File: src/rtl/cpu_io_initiator_if.sv
// Request and external I/O bus signals of the IORQ initiator.
// The master modport is the initiator; the slave modport is the requester/responder side.
interface cpu_io_initiator_if;
    logic       req;
    logic       req_wr;
    logic [7:0] req_addr;
    logic [7:0] req_wdata;
    logic       busy;
    logic       ack;
    logic [7:0] rdata;
    logic [7:0] a;
    logic [7:0] cd_out;
    logic       cd_oe;
    logic [7:0] cd_in;
    logic       rd_iorq_n;
    logic       wr_iorq_n;

    modport master (
        input  req, req_wr, req_addr, req_wdata, cd_in,
        output busy, ack, rdata, a, cd_out, cd_oe, rd_iorq_n, wr_iorq_n
    );

    modport slave (
        output req, req_wr, req_addr, req_wdata, cd_in,
        input  busy, ack, rdata, a, cd_out, cd_oe, rd_iorq_n, wr_iorq_n
    );
endinterface

File: src/rtl/cpu_io_initiator.sv
// Z80-style IORQ bus initiator: one transfer per request with programmable setup,
// strobe and hold phases, followed by a one-cycle acknowledge. All outputs are registered.
module cpu_io_initiator #(
    parameter int unsigned SETUP_CYCLES  = 1,
    parameter int unsigned STROBE_CYCLES = 2,
    parameter int unsigned HOLD_CYCLES   = 1
) (
    input  logic               clk_i,
    input  logic               reset_i,
    cpu_io_initiator_if.master bus
);
    localparam int unsigned MaxSt     = (SETUP_CYCLES > STROBE_CYCLES) ? SETUP_CYCLES
                                                                       : STROBE_CYCLES;
    localparam int unsigned MaxCycles = (MaxSt > HOLD_CYCLES) ? MaxSt : HOLD_CYCLES;
    localparam int unsigned CntW      = $clog2(MaxCycles + 1);

    localparam logic [CntW-1:0] SetupLd  = CntW'(SETUP_CYCLES - 1);
    localparam logic [CntW-1:0] StrobeLd = CntW'(STROBE_CYCLES - 1);
    localparam logic [CntW-1:0] HoldLd   = CntW'(HOLD_CYCLES - 1);

    typedef enum logic [2:0] {StIdle, StSetup, StStrobe, StHold, StAck} state_e;

    state_e          state_q;
    logic [CntW-1:0] cnt_q;
    logic            wr_q;
    logic            busy_q;
    logic            ack_q;
    logic [7:0]      rdata_q;
    logic [7:0]      a_q;
    logic [7:0]      cd_out_q;
    logic            cd_oe_q;
    logic            rd_n_q;
    logic            wr_n_q;

    always_ff @(posedge clk_i) begin
        if (reset_i) begin
            state_q  <= StIdle;
            cnt_q    <= '0;
            wr_q     <= 1'b0;
            busy_q   <= 1'b0;
            ack_q    <= 1'b0;
            rdata_q  <= '0;
            a_q      <= '0;
            cd_out_q <= '0;
            cd_oe_q  <= 1'b0;
            rd_n_q   <= 1'b1;
            wr_n_q   <= 1'b1;
        end else begin
            ack_q <= 1'b0;
            unique case (state_q)
                // ACK accepts a new request exactly like IDLE for back-to-back transfers.
                StIdle, StAck: begin
                    if (bus.req) begin
                        wr_q     <= bus.req_wr;
                        a_q      <= bus.req_addr;
                        cd_out_q <= bus.req_wdata;
                        cd_oe_q  <= bus.req_wr;
                        busy_q   <= 1'b1;
                        cnt_q    <= SetupLd;
                        state_q  <= StSetup;
                    end else begin
                        state_q <= StIdle;
                    end
                end
                StSetup: begin
                    if (cnt_q == '0) begin
                        cnt_q   <= StrobeLd;
                        wr_n_q  <= ~wr_q;
                        rd_n_q  <= wr_q;
                        state_q <= StStrobe;
                    end else begin
                        cnt_q <= cnt_q - 1'b1;
                    end
                end
                StStrobe: begin
                    if (cnt_q == '0) begin
                        if (!wr_q) begin
                            rdata_q <= bus.cd_in;
                        end
                        cnt_q   <= HoldLd;
                        wr_n_q  <= 1'b1;
                        rd_n_q  <= 1'b1;
                        state_q <= StHold;
                    end else begin
                        cnt_q <= cnt_q - 1'b1;
                    end
                end
                StHold: begin
                    if (cnt_q == '0) begin
                        ack_q   <= 1'b1;
                        busy_q  <= 1'b0;
                        cd_oe_q <= 1'b0;
                        state_q <= StAck;
                    end else begin
                        cnt_q <= cnt_q - 1'b1;
                    end
                end
                default: begin
                    state_q <= StIdle;
                end
            endcase
        end
    end

    assign bus.busy      = busy_q;
    assign bus.ack       = ack_q;
    assign bus.rdata     = rdata_q;
    assign bus.a         = a_q;
    assign bus.cd_out    = cd_out_q;
    assign bus.cd_oe     = cd_oe_q;
    assign bus.rd_iorq_n = rd_n_q;
    assign bus.wr_iorq_n = wr_n_q;
endmodule

File: src/flat_wrapper.sv
// flat-port wrapper written by rule: the top's interface ports become plain ports
module cpu_io_initiator_flat 
#(
    parameter int unsigned SETUP_CYCLES  = 1,
    parameter int unsigned STROBE_CYCLES = 2,
    parameter int unsigned HOLD_CYCLES   = 1
)
  (clk_i, reset_i, bus_req, bus_req_wr, bus_req_addr, bus_req_wdata, bus_cd_in, bus_busy, bus_ack, bus_rdata, bus_a, bus_cd_out, bus_cd_oe, bus_rd_iorq_n, bus_wr_iorq_n);
  cpu_io_initiator_if bus_i ();
  input  logic clk_i;
  input  logic reset_i;
  input wire logic [$bits(bus_i.req)-1:0] bus_req;
  input wire logic [$bits(bus_i.req_wr)-1:0] bus_req_wr;
  input wire logic [$bits(bus_i.req_addr)-1:0] bus_req_addr;
  input wire logic [$bits(bus_i.req_wdata)-1:0] bus_req_wdata;
  input wire logic [$bits(bus_i.cd_in)-1:0] bus_cd_in;
  output wire logic [$bits(bus_i.busy)-1:0] bus_busy;
  output wire logic [$bits(bus_i.ack)-1:0] bus_ack;
  output wire logic [$bits(bus_i.rdata)-1:0] bus_rdata;
  output wire logic [$bits(bus_i.a)-1:0] bus_a;
  output wire logic [$bits(bus_i.cd_out)-1:0] bus_cd_out;
  output wire logic [$bits(bus_i.cd_oe)-1:0] bus_cd_oe;
  output wire logic [$bits(bus_i.rd_iorq_n)-1:0] bus_rd_iorq_n;
  output wire logic [$bits(bus_i.wr_iorq_n)-1:0] bus_wr_iorq_n;
  assign bus_i.req = bus_req;
  assign bus_i.req_wr = bus_req_wr;
  assign bus_i.req_addr = bus_req_addr;
  assign bus_i.req_wdata = bus_req_wdata;
  assign bus_i.cd_in = bus_cd_in;
  assign bus_busy = bus_i.busy;
  assign bus_ack = bus_i.ack;
  assign bus_rdata = bus_i.rdata;
  assign bus_a = bus_i.a;
  assign bus_cd_out = bus_i.cd_out;
  assign bus_cd_oe = bus_i.cd_oe;
  assign bus_rd_iorq_n = bus_i.rd_iorq_n;
  assign bus_wr_iorq_n = bus_i.wr_iorq_n;
  cpu_io_initiator #(.SETUP_CYCLES(SETUP_CYCLES), .STROBE_CYCLES(STROBE_CYCLES), .HOLD_CYCLES(HOLD_CYCLES)) u_core (.clk_i(clk_i), .reset_i(reset_i), .bus(bus_i));
endmodule
File: config.mk
export PLATFORM = sky130hd
export DESIGN_NAME = cpu_io_initiator_flat
export DESIGN_NICKNAME = d
export VERILOG_FILES = /design/src/rtl/cpu_io_initiator_if.sv /design/src/rtl/cpu_io_initiator.sv /design/src/flat_wrapper.sv
export SDC_FILE = /design/constraint.sdc
export NUM_CORES = 1
export LEC_CHECK = 0
export CAP_MARGIN = 15
export CORE_MARGIN = 2
export CORE_UTILIZATION = 46
export DETAILED_ROUTE_END_ITERATION = 10
export HOLD_SLACK_MARGIN = 0.02
export MAX_ROUTING_LAYER = met4
export PLACE_DENSITY = 0.88
export SYNTH_ARGS = -nofsm -noshare
export SYNTH_HDL_FRONTEND = slang
export SYNTH_SLANG_ARGS = --single-unit
File: constraint.sdc
create_clock -name clk_i -period 3.3 [get_ports clk_i]
set_input_delay 0.495 -clock clk_i [delete_from_list [all_inputs] [get_ports clk_i]]
set_output_delay 0.495 -clock clk_i [all_outputs]
set_load 0.05 [all_outputs]
=== After elaboration in Yosys (flattened, before gate mapping) ===
Cells that the tools add are included.

* Muxes and demuxes: 21
* Shifts and indexed selects: 0
* Reduce and logical (&&, ||, !) cells: 13
* Order comparisons: 0
* Bitwise operators: 2
* Divide/modulo/power cells: 0
* Add/sub/neg operators: 1
* Equality and inequality tests: 9
* Multiply operators: 0

{| class="wikitable"
|+ Operators with widths
! cell !! number
|-
| $reduce_and A3 Y1 || 5
|-
| $pmux W3 S4 || 1
|-
| $mux W3 || 3
|-
| $mux W1 || 8
|-
| $mux W2 || 4
|-
| $pmux W1 S2 || 4
|-
| $pmux W2 S4 || 1
|-
| $eq A3 B2 Y1 const B || 2
|-
| $ne A2 B1 Y1 const B || 3
|-
| $ne A2 B2 Y1 const B || 2
|-
| $reduce_bool A2 Y1 || 2
|-
| $reduce_bool A4 Y1 || 1
|-
| $reduce_or A2 Y1 || 2
|-
| $eq A3 B1 Y1 const B || 1
|-
| $eq A3 B3 Y1 const B || 1
|-
| $logic_not A3 Y1 || 1
|-
| $logic_not A2 Y1 || 1
|-
| $not A1 Y1 || 2
|-
| $reduce_and A2 Y1 || 1
|-
| $sub A2 B1 Y2 const B || 1
|}

* Bits in latches: 0
* Word-level logic and storage cells: 57
* Memories: 0
* Bits in writable memories: 0
* Bits in registers: 35
* ROM bits: 0
* Input port bits: 28

=== Depth between registers and ports, before layout ===
Gate-level depths: netlist of run 1.

* Word-level depth: 4
* Mapped depth: 7
* Depth with buffers taken out: 5

=== Least setup slack after synthesis of run 1 ===
Ideal clock, no wire load.

* Path kind: reg2reg
* Start: register u_core.cnt_q[0]
* End: register u_core.rd_n_q (netlist: u_core.bus.rd_iorq_n)
* Period minus slack after synthesis: 1.645 ns
* Setup slack: 1.655 ns
* Cell stages (with the launch flop): 8
* Library setup time: 0.122 ns
* Arrival: 1.523 ns
* Required time: 3.178 ns
* Buffers on the path: 2
* Path through: dfxtp_1 -> inv_1 -> ha_1 -> buf_6 -> or3b_1 -> buf_6 -> mux2_2 -> o32a_1

* Word-level cells in the longest chain between the ends: 3

{| class="wikitable"
|+ RTL lines
! what !! RTL line !! RTL
|-
| start, declared || cpu_io_initiator.sv:24 || <nowiki>logic [CntW-1:0] cnt_q;</nowiki>
|-
| start signal, assigned || cpu_io_initiator.sv:59 || <nowiki>cnt_q <= SetupLd;</nowiki>
|-
| start signal, assigned || cpu_io_initiator.sv:67 || <nowiki>cnt_q <= StrobeLd;</nowiki>
|-
| start signal, assigned || cpu_io_initiator.sv:72 || <nowiki>cnt_q <= cnt_q - 1'b1;</nowiki>
|-
| $logic_not A2 Y1 * || cpu_io_initiator.sv:66, cpu_io_initiator.sv:76 ||
|-
| $ne A2 B1 Y1 (no line) || n/a ||
|-
| $reduce_and A3 Y1 (no line) * || n/a ||
|-
| end signal, assigned || cpu_io_initiator.sv:69 || <nowiki>rd_n_q <= wr_q;</nowiki>
|-
| end, declared || cpu_io_initiator.sv:32 || <nowiki>logic rd_n_q;</nowiki>
|}

Mark *: on every way between the ends. The rest lies on a longest branch, timed or not.
A chain may end at the register's enable or synchronous reset.

=== Worst setup path in the final report of run 1 ===
* Start: register u_core.wr_n_q (netlist: u_core.bus.wr_iorq_n)
* End: output bus_wr_iorq_n

{| class="wikitable"
|+ RTL lines
! what !! RTL line !! RTL
|-
| start, declared || cpu_io_initiator.sv:33 || <nowiki>logic wr_n_q;</nowiki>
|-
| start signal, assigned || cpu_io_initiator.sv:68 || <nowiki>wr_n_q <= ~wr_q;</nowiki>
|-
| end, declared || flat_wrapper.sv:24 || <nowiki>output wire logic [$bits(bus_i.wr_iorq_n)-1:0] bus_wr_iorq_n;</nowiki>
|}

No word-level cell between the ends.

==> metrics.csv, run 1 <==
stage;metric;value;unit
route;wire per inst;11.9;um
pwr;leakage component of the power;0.764;nW
pwr;Final Power;1.33;mW
cells_and_area;fin cells;268;
pwr;highest ir drop seen on vdd;414;uV
global_routing;wire length of the first global-routing pass;5.22;mm
worst_setup_path;slowest cell on the critical path;sky130_fd_sc_hd__clkdlybuf4s50_1;
cts;number of gates resized after CTS;0;
timing;Fin. Hold Viols;0;
timing;number of max-slew violations in the final report;0;
logic_synthesis;total of warnings raised by yosys;0;
global_routing;antenna violations before repair;0;
worst_hold_path;worst min-delay path class;flip-flop to flip-flop;
worst_setup_path;Worst path max stage delay;810;ps
cts;count of clock tree sinks;35;
cts;number of CTS-inserted buffers;5;
placement;post-DP HPWL;2.25;mm
timing;unrepaired setup endpoints after global routing;false;
timing;WHS;461;ps
placement;instance count after placement with tap cells included;260;
cts;deepest level of the CTS H-tree;2;
worst_setup_path;Crit path buffers/inverters;1;
route;# DRC;0;
die;effective utilization at floorplan;0.479;
cts;number of buffers inserted for hold repair after clock tree synthesis;0;
die;die height;60.1;um
placement;number of buffer cells added on primary ports;56;
outcome;run status;finished, final reports clean;
flow_run;Maximum Capacitance Violations;0;
die;FP Rows;20;
route;Pre-antenna DRT Iters;4;
global_routing;largest net degree at the start of global routing;24;
route;number of DRC violations after detailed-routing iteration 0;41;
logic_synthesis;syn nets;203;
timing;worst clock skew on the final layout;5.05;ps
logic_synthesis;largest cells by area after synthesis;sky130_fd_sc_hd__dfxtp_1 48%, sky130_fd_sc_hd__a21oi_1 9.7%, sky130_fd_sc_hd__nand2_1 9.1%;
logic_synthesis;Yosys cell types;33;
cts;latest clock arrival within the worst-skew pair;330;ps
worst_setup_path;cell breakdown of the critical path;clkdlybuf4s50_1;
route;post-detailed-route via-to-cell ratio;5.10;
global_routing;vias in the first global route;1226;
cts;number of buffers on the longest clock path;2;
logic_synthesis;average instance area after synthesis;8.42;sq um
worst_setup_path;delay-heaviest family, CP;buffers and inverters;
timing;total of endpoints with negative setup slack in the final report;0;
logic_synthesis;share of the yosys chip area belonging to registers;0.484;
logic_synthesis;Post-Synthesis Cell Area;1450;sq um
logic_synthesis;Gate Count Post-Synth;172;
logic_synthesis;share of the synthesized area in the top cell type;0.484;
worst_setup_path;kind of critical path;flip-flop to output port;
worst_setup_path;largest fanout of any net on the critical path;3;
logic_synthesis;leading area contributor after synthesis;sky130_fd_sc_hd__dfxtp_1;
timing;worst relative slew slack;0.479;
worst_setup_path;Critical Path AT;1520;ps
cts;Clock Pin Slew Worst Setup and Hold Paths;100;ps
route;Detailed Route WL;3.20;mm
timing;period utilisation layout;0.610;
timing;worst slew pin tran;779;ps
worst_setup_path;category of the worst setup path launch point;flip-flop;
logic_synthesis;number of synthesized register bits;35;
cells_and_area;Layout Nets;254;
cts;clock tree from TritonCTS;yes;
cells_and_area;P&R area growth vs syn;42.1;%
timing;timing-limited maximum frequency;0.497;GHz
die;area inside the core boundary;3030;sq um
worst_setup_path;Worst EP required;2800;ps
global_routing;total track usage;0.196;
die;horizontal die dimension;60.1;um
die;die area;3610;sq um
die;top-level port count;57;
timing;total negative slack for setup checks;0;ps
timing;minimum period implied by the final worst setup slack;2010;ps
pwr;total power divided by cell area;648;nW/um^2
cts;cell chosen for the clock root;sky130_fd_sc_hd__clkbuf_4;
worst_setup_path;slack of the worst reg-to-reg path;1430;ps
global_routing;gr ovfl total;0;
cts;buffers inserted during post-CTS setup optimization;0;
cells_and_area;Antenna Cells;0;
route;vias after detailed routing;1367;
worst_setup_path;category of the worst setup path capture point;output port;
cells_and_area;fraction of final layout cells with drive strength greater than 1;0.0580;
placement;final estimated routing congestion in global placement;0.698;
route;post-detailed-route count of antenna-violating nets;0;
cell families after synthesis:
logic type	count (synthesis)	synth area share
AND/OR/NAND/NOR	64	0.215
AO/OA/AOI/OAI	51	0.199
flip-flops	35	0.484
buffers and inverters	16	0.0553
adder cells (fa/ha/maj)	3	0.0259
multiplexers	2	0.0147
XOR/XNOR	1	0.00605
area by class of cell:
class / instances / area, sq um
fill: 253 / 968
multi-input combinational: 121 / 668
clock inverter: 3 / 15.0
tap: 44 / 55.1
sequential: 35 / 701
inverter: 2 / 7.51
timing repair buffer: 58 / 576
clock buffer: 5 / 37.5
metal layers:
layer,track usage,wire length (um)
met1,0.233,1430
met2,0.317,1580
met3,0.0693,170
met4,0.0476,21
met5,-,0
power by group:
| group | leakage (nW) | switching (mW) | total, mW | internal, mW |
|---|---|---|---|---|
| clock | 0.0347 | 0.139 | 0.219 | 0.0792 |
| sequential | 0.286 | 0.0653 | 0.551 | 0.486 |
| combinational | 0.443 | 0.349 | 0.565 | 0.216 |
| total | 0.764 | 0.554 | 1.33 | 0.781 |
Yosys cell counts:
cell and count:
sky130_fd_sc_hd__nand2_1 35, sky130_fd_sc_hd__a21o_1 3, sky130_fd_sc_hd__nand3_1 9, sky130_fd_sc_hd__mux2_2 1
sky130_fd_sc_hd__o211ai_1 1, sky130_fd_sc_hd__or3_1 1, sky130_fd_sc_hd__nor2b_1 2, sky130_fd_sc_hd__o21bai_1 1
sky130_fd_sc_hd__nor3_1 3, sky130_fd_sc_hd__o21ai_1 3, sky130_fd_sc_hd__xor2_1 1, sky130_fd_sc_hd__or3b_1 2
sky130_fd_sc_hd__inv_1 2, sky130_fd_sc_hd__a31oi_1 1, sky130_fd_sc_hd__or2b_1 1, sky130_fd_sc_hd__buf_2 4
sky130_fd_sc_hd__o32a_1 1, sky130_fd_sc_hd__buf_6 2, sky130_fd_sc_hd__ha_1 3, sky130_fd_sc_hd__a21oi_1 28
sky130_fd_sc_hd__nand3b_1 1, sky130_fd_sc_hd__nor3b_2 2, sky130_fd_sc_hd__a22o_1 2, sky130_fd_sc_hd__clkbuf_1 7
sky130_fd_sc_hd__nor2_1 4, sky130_fd_sc_hd__a32o_1 1, sky130_fd_sc_hd__nor4bb_1 1, sky130_fd_sc_hd__buf_1 1
sky130_fd_sc_hd__o21a_1 1, sky130_fd_sc_hd__o21ai_0 9, sky130_fd_sc_hd__dfxtp_1 35, sky130_fd_sc_hd__mux2i_1 1
sky130_fd_sc_hd__nand2b_1 3
path summary, 6_finish.rpt:
check,cells after the start,endpoint,from
max,1,bus_wr_iorq_n,u_core.bus.wr_iorq_n$_SDFFE_PP1P_
min,2,u_core.bus.a[5]$_SDFFE_PP0P_,u_core.bus.a[5]$_SDFFE_PP0P_
max reg2reg,5,u_core.bus.rd_iorq_n$_SDFFE_PP1P_,u_core.cnt_q[0]$_SDFFE_PP0P_
min reg2reg,2,u_core.bus.a[5]$_SDFFE_PP0P_,u_core.bus.a[5]$_SDFFE_PP0P_
registers in the layout (all words and copies together), names as in the netlist:
name and cells:
u_core.bus.a 8, u_core.bus.ack 1, u_core.bus.busy 1, u_core.bus.cd_oe 1, u_core.bus.cd_out 8, u_core.bus.rd_iorq_n 1, u_core.bus.rdata 8, u_core.bus.wr_iorq_n 1
u_core.cnt_q 2, u_core.state_q 3, u_core.wr_q 1
metrics by stage:
step / util / instance area [sq um] / setup slack [ps]
2_1_floorplan: - / 1450 / 1660
3_3_place_gp: 0.663 / 2010 / 1260
3_5_place_dp: 0.663 / 2010 / 1230
4_1_cts: 0.680 / 2060 / 1270
5_1_grt: 0.680 / 2060 / 1230
6_report: 0.680 / 2060 / 1290
placed cells by master, fill, tap and decap left out, types with 3 or more instances in the layout:
cell type	instances
sky130_fd_sc_hd__o21ai_1	3
sky130_fd_sc_hd__clkinv_2	3
sky130_fd_sc_hd__a21oi_1	28
sky130_fd_sc_hd__nand2_1	35
sky130_fd_sc_hd__a21o_1	3
sky130_fd_sc_hd__dfxtp_1	35
sky130_fd_sc_hd__nand3_1	9
sky130_fd_sc_hd__ha_1	3
sky130_fd_sc_hd__o21ai_0	9
sky130_fd_sc_hd__nand2b_1	3
sky130_fd_sc_hd__nor3_1	3
sky130_fd_sc_hd__clkbuf_4	5
sky130_fd_sc_hd__nor2_1	4
sky130_fd_sc_hd__clkdlybuf4s50_1	56
Note: power is estimated with default switching activity, not from simulation.
==> run 2: changes to the inputs <==
--- a/config.mk
+++ b/config.mk
@@ -7,11 +7,11 @@
 export LEC_CHECK = 0
 export CAP_MARGIN = 15
 export CORE_MARGIN = 2
-export CORE_UTILIZATION = 46
+export CORE_UTILIZATION = 43
 export DETAILED_ROUTE_END_ITERATION = 10
 export HOLD_SLACK_MARGIN = 0.02
 export MAX_ROUTING_LAYER = met4
-export PLACE_DENSITY = 0.88
+export PLACE_DENSITY = 0.83
 export SYNTH_ARGS = -nofsm -noshare
 export SYNTH_HDL_FRONTEND = slang
 export SYNTH_SLANG_ARGS = --single-unit
==> constraint.sdc (replaced) <==
create_clock -name clk_i -period 2.1 [get_ports clk_i]
set_input_delay 0.315 -clock clk_i [delete_from_list [all_inputs] [get_ports clk_i]]
set_output_delay 0.315 -clock clk_i [all_outputs]
set_load 0.05 [all_outputs]
==> metrics.csv, run 2 (synthesis gave the netlist of run 1 again) <==
stage;metric;value;unit;change
global_routing;gr ovfl total;0;;unchanged
cells_and_area;total of fill cells in the finished design;301;;was 253
route;Pre-antenna DRT Iters;4;;unchanged
placement;post-DP HPWL;2.40;mm;was 2.25 mm
cts;Clock Pin Slew Worst Setup and Hold Paths;120;ps;was 100 ps
worst_setup_path;largest fanout of any net on the critical path;2;;was 3
flow_run;Maximum Capacitance Violations;0;;unchanged
global_routing;vias in the first global route;1265;;was 1,226
timing;total negative slack for setup checks;0;ps;unchanged
worst_hold_path;worst min-delay path class;flip-flop to flip-flop;;unchanged
placement;final estimated routing congestion in global placement;0.759;;was 0.698
cells_and_area;Core Util, Final;0.646;;was 0.680
global_routing;antenna violations before repair;0;;unchanged
worst_setup_path;Worst EP required;1780;ps;was 2800 ps
placement;total placed instance area;2060;sq um;was 2010 sq um
timing;worst relative slew slack;0.633;;was 0.479
pwr;total power divided by cell area;1030;nW/um^2;was 648 nW/um^2
route;vias after detailed routing;1344;;was 1,367
global_routing;wire length of the first global-routing pass;5.33;mm;was 5.22 mm
timing;period utilisation layout;0.884;;
worst_setup_path;Critical Path AT;1540;ps;was 1520 ps
pwr;highest ir drop seen on vdd;640;uV;was 414 uV
cts;number of buffers inserted for hold repair after clock tree synthesis;0;;unchanged
route;# DRC;0;;unchanged
worst_setup_path;cell breakdown of the critical path;clkdlybuf4s50_1;;unchanged
route;Detailed Route WL;3.36;mm;was 3.20 mm
cells_and_area;Antenna Cells;0;;unchanged
global_routing;met2 usage in global routing;0.313;;was 0.317
worst_setup_path;delay-heaviest family, CP;buffers and inverters;;unchanged
cts;number of gates resized after CTS;0;;unchanged
cells_and_area;fraction of final layout cells with drive strength greater than 1;0.0866;;was 0.0580
route;post-detailed-route via-to-cell ratio;4.85;;was 5.10
die;top-level port count;57;;unchanged
global_routing;total track usage;0.198;;was 0.196
timing;unrepaired setup endpoints after global routing;false;;unchanged
cells_and_area;footprint of the flip-flops and latches;701;sq um;unchanged
cells_and_area;commonest non-fill, non-tap cells in the layout;56 x sky130_fd_sc_hd__clkdlybuf4s50_1, 35 x sky130_fd_sc_hd__nand2_1, 35 x sky130_fd_sc_hd__dfxtp_1;;unchanged
placement;minimum setup slack after placement;223;ps;was 1230 ps
cells_and_area;multi-input logic area;668;sq um;unchanged
cts;clock tree from TritonCTS;yes;;unchanged
global_routing;fraction of met1 tracks used by global routing;0.226;;was 0.233
cells_and_area;Layout Nets;261;;was 254
die;FP Rows;21;;was 20
die;area inside the core boundary;3280;sq um;was 3030 sq um
cts;cell chosen for the clock root;sky130_fd_sc_hd__clkbuf_4;;unchanged
timing;worst clock skew on the final layout;9.59;ps;was 5.05 ps
timing;worst slew pin tran;549;ps;was 779 ps
global_routing;largest net degree at the start of global routing;17;;was 24
cts;deepest level of the CTS H-tree;2;;unchanged
worst_setup_path;slowest cell on the critical path;sky130_fd_sc_hd__clkdlybuf4s50_1;;unchanged
cts;buffers inserted during post-CTS setup optimization;0;;unchanged
die;effective utilization at floorplan;0.441;;was 0.479
route;wire per inst;12.1;um;was 11.9 um
die;die area;3850;sq um;was 3610 sq um
global_routing;Top Usage Layer GRT;met2;;unchanged
timing;Fin. Hold Viols;0;;unchanged
timing;Worst Setup Slack, final;244;ps;was 1290 ps
cells_and_area;cell area after layout;2120;sq um;was 2060 sq um
global_routing;routing usage on met3;0.0725;;was 0.0693
cts;count of clock tree sinks;35;;unchanged
worst_setup_path;category of the worst setup path launch point;flip-flop;;unchanged
worst_setup_path;category of the worst setup path capture point;output port;;unchanged
timing;minimum period implied by the final worst setup slack;1860;ps;
timing;total of endpoints with negative setup slack in the final report;0;;unchanged
worst_setup_path;Worst path max stage delay;820;ps;was 810 ps
cts;number of CTS-inserted buffers;5;;unchanged
cts;latest clock arrival within the worst-skew pair;360;ps;was 330 ps
cts;number of buffers on the longest clock path;2;;unchanged
die;die height;62.0;um;was 60.1 um
timing;number of max-slew violations in the final report;0;;unchanged
timing;timing-limited maximum frequency;0.539;GHz;
route;number of DRC violations after detailed-routing iteration 0;52;;was 41
cells_and_area;P&R area growth vs syn;46.5;%;was 42.1%
outcome;run status;finished, final reports clean;;unchanged
die;horizontal die dimension;62.0;um;was 60.1 um
cells_and_area;leading cell type in the layout, fill and taps excluded;sky130_fd_sc_hd__clkdlybuf4s50_1;;unchanged
route;post-detailed-route count of antenna-violating nets;0;;unchanged
worst_setup_path;kind of critical path;flip-flop to output port;;unchanged
placement;number of buffer cells added on primary ports;56;;unchanged
pwr;leakage component of the power;0.792;nW;was 0.764 nW
worst_setup_path;Crit path buffers/inverters;1;;unchanged
[run 2: changes by cell type in the layout (fill, tap and decap cells not counted), sizes merged]
cell,previous run,this run
clkinv,3,0
buf,2,9
inv,2,3
clkinvlp,0,2
[run 2: final timing paths]
check                                          from                                 to  slack, ps  cells after the start
setup / recovery       u_core.bus.busy$_SDFFE_PP0P_                           bus_busy        240                      1
hold / removal    u_core.bus.cd_out[4]$_SDFFE_PP0P_  u_core.bus.cd_out[4]$_SDFFE_PP0P_        460                      2
hold reg to reg   u_core.bus.cd_out[4]$_SDFFE_PP0P_  u_core.bus.cd_out[4]$_SDFFE_PP0P_        460                      2
setup reg to reg       u_core.cnt_q[0]$_SDFFE_PP0P_  u_core.bus.rd_iorq_n$_SDFFE_PP1P_        470                      5
[run 2: power by group]
part           leakage [nW]  switching [mW]  internal [mW]
clock network        0.0278           0.254          0.134
logic                 0.478           0.587          0.380
registers             0.286          0.0724          0.763
total                 0.792           0.913           1.28
[run 2: cell type report]
type / instances / share of cell area
flip-flops and latches: 35 / 0.330
multi-input cells: 121 / 0.315
repair buffers: 65 / 0.296
well taps: 46 / 0.0271
clock buffers: 5 / 0.0177
clock inverters: 3 / 0.0112
inverters: 2 / 0.00354
[run 2: per-layer routing]
layer | share of wire | vias to the layer above
li1 | - | 705
met1 | 0.46 | 603
met2 | 0.48 | 29
met3 | 0.042 | 7
met4 | 0.017 | 0
met5 | 0 | -
[run 2: through the flow]
step | total power, mW | hold WS (ps) | instances
after floorplan | 1.53 | 451 | 172
after global placement | 1.80 | 441 | 269
after detailed placement | 1.82 | 448 | 269
after CTS | 2.20 | 464 | 277
after global routing | 2.32 | 485 | 277
final | 2.19 | 461 | 277
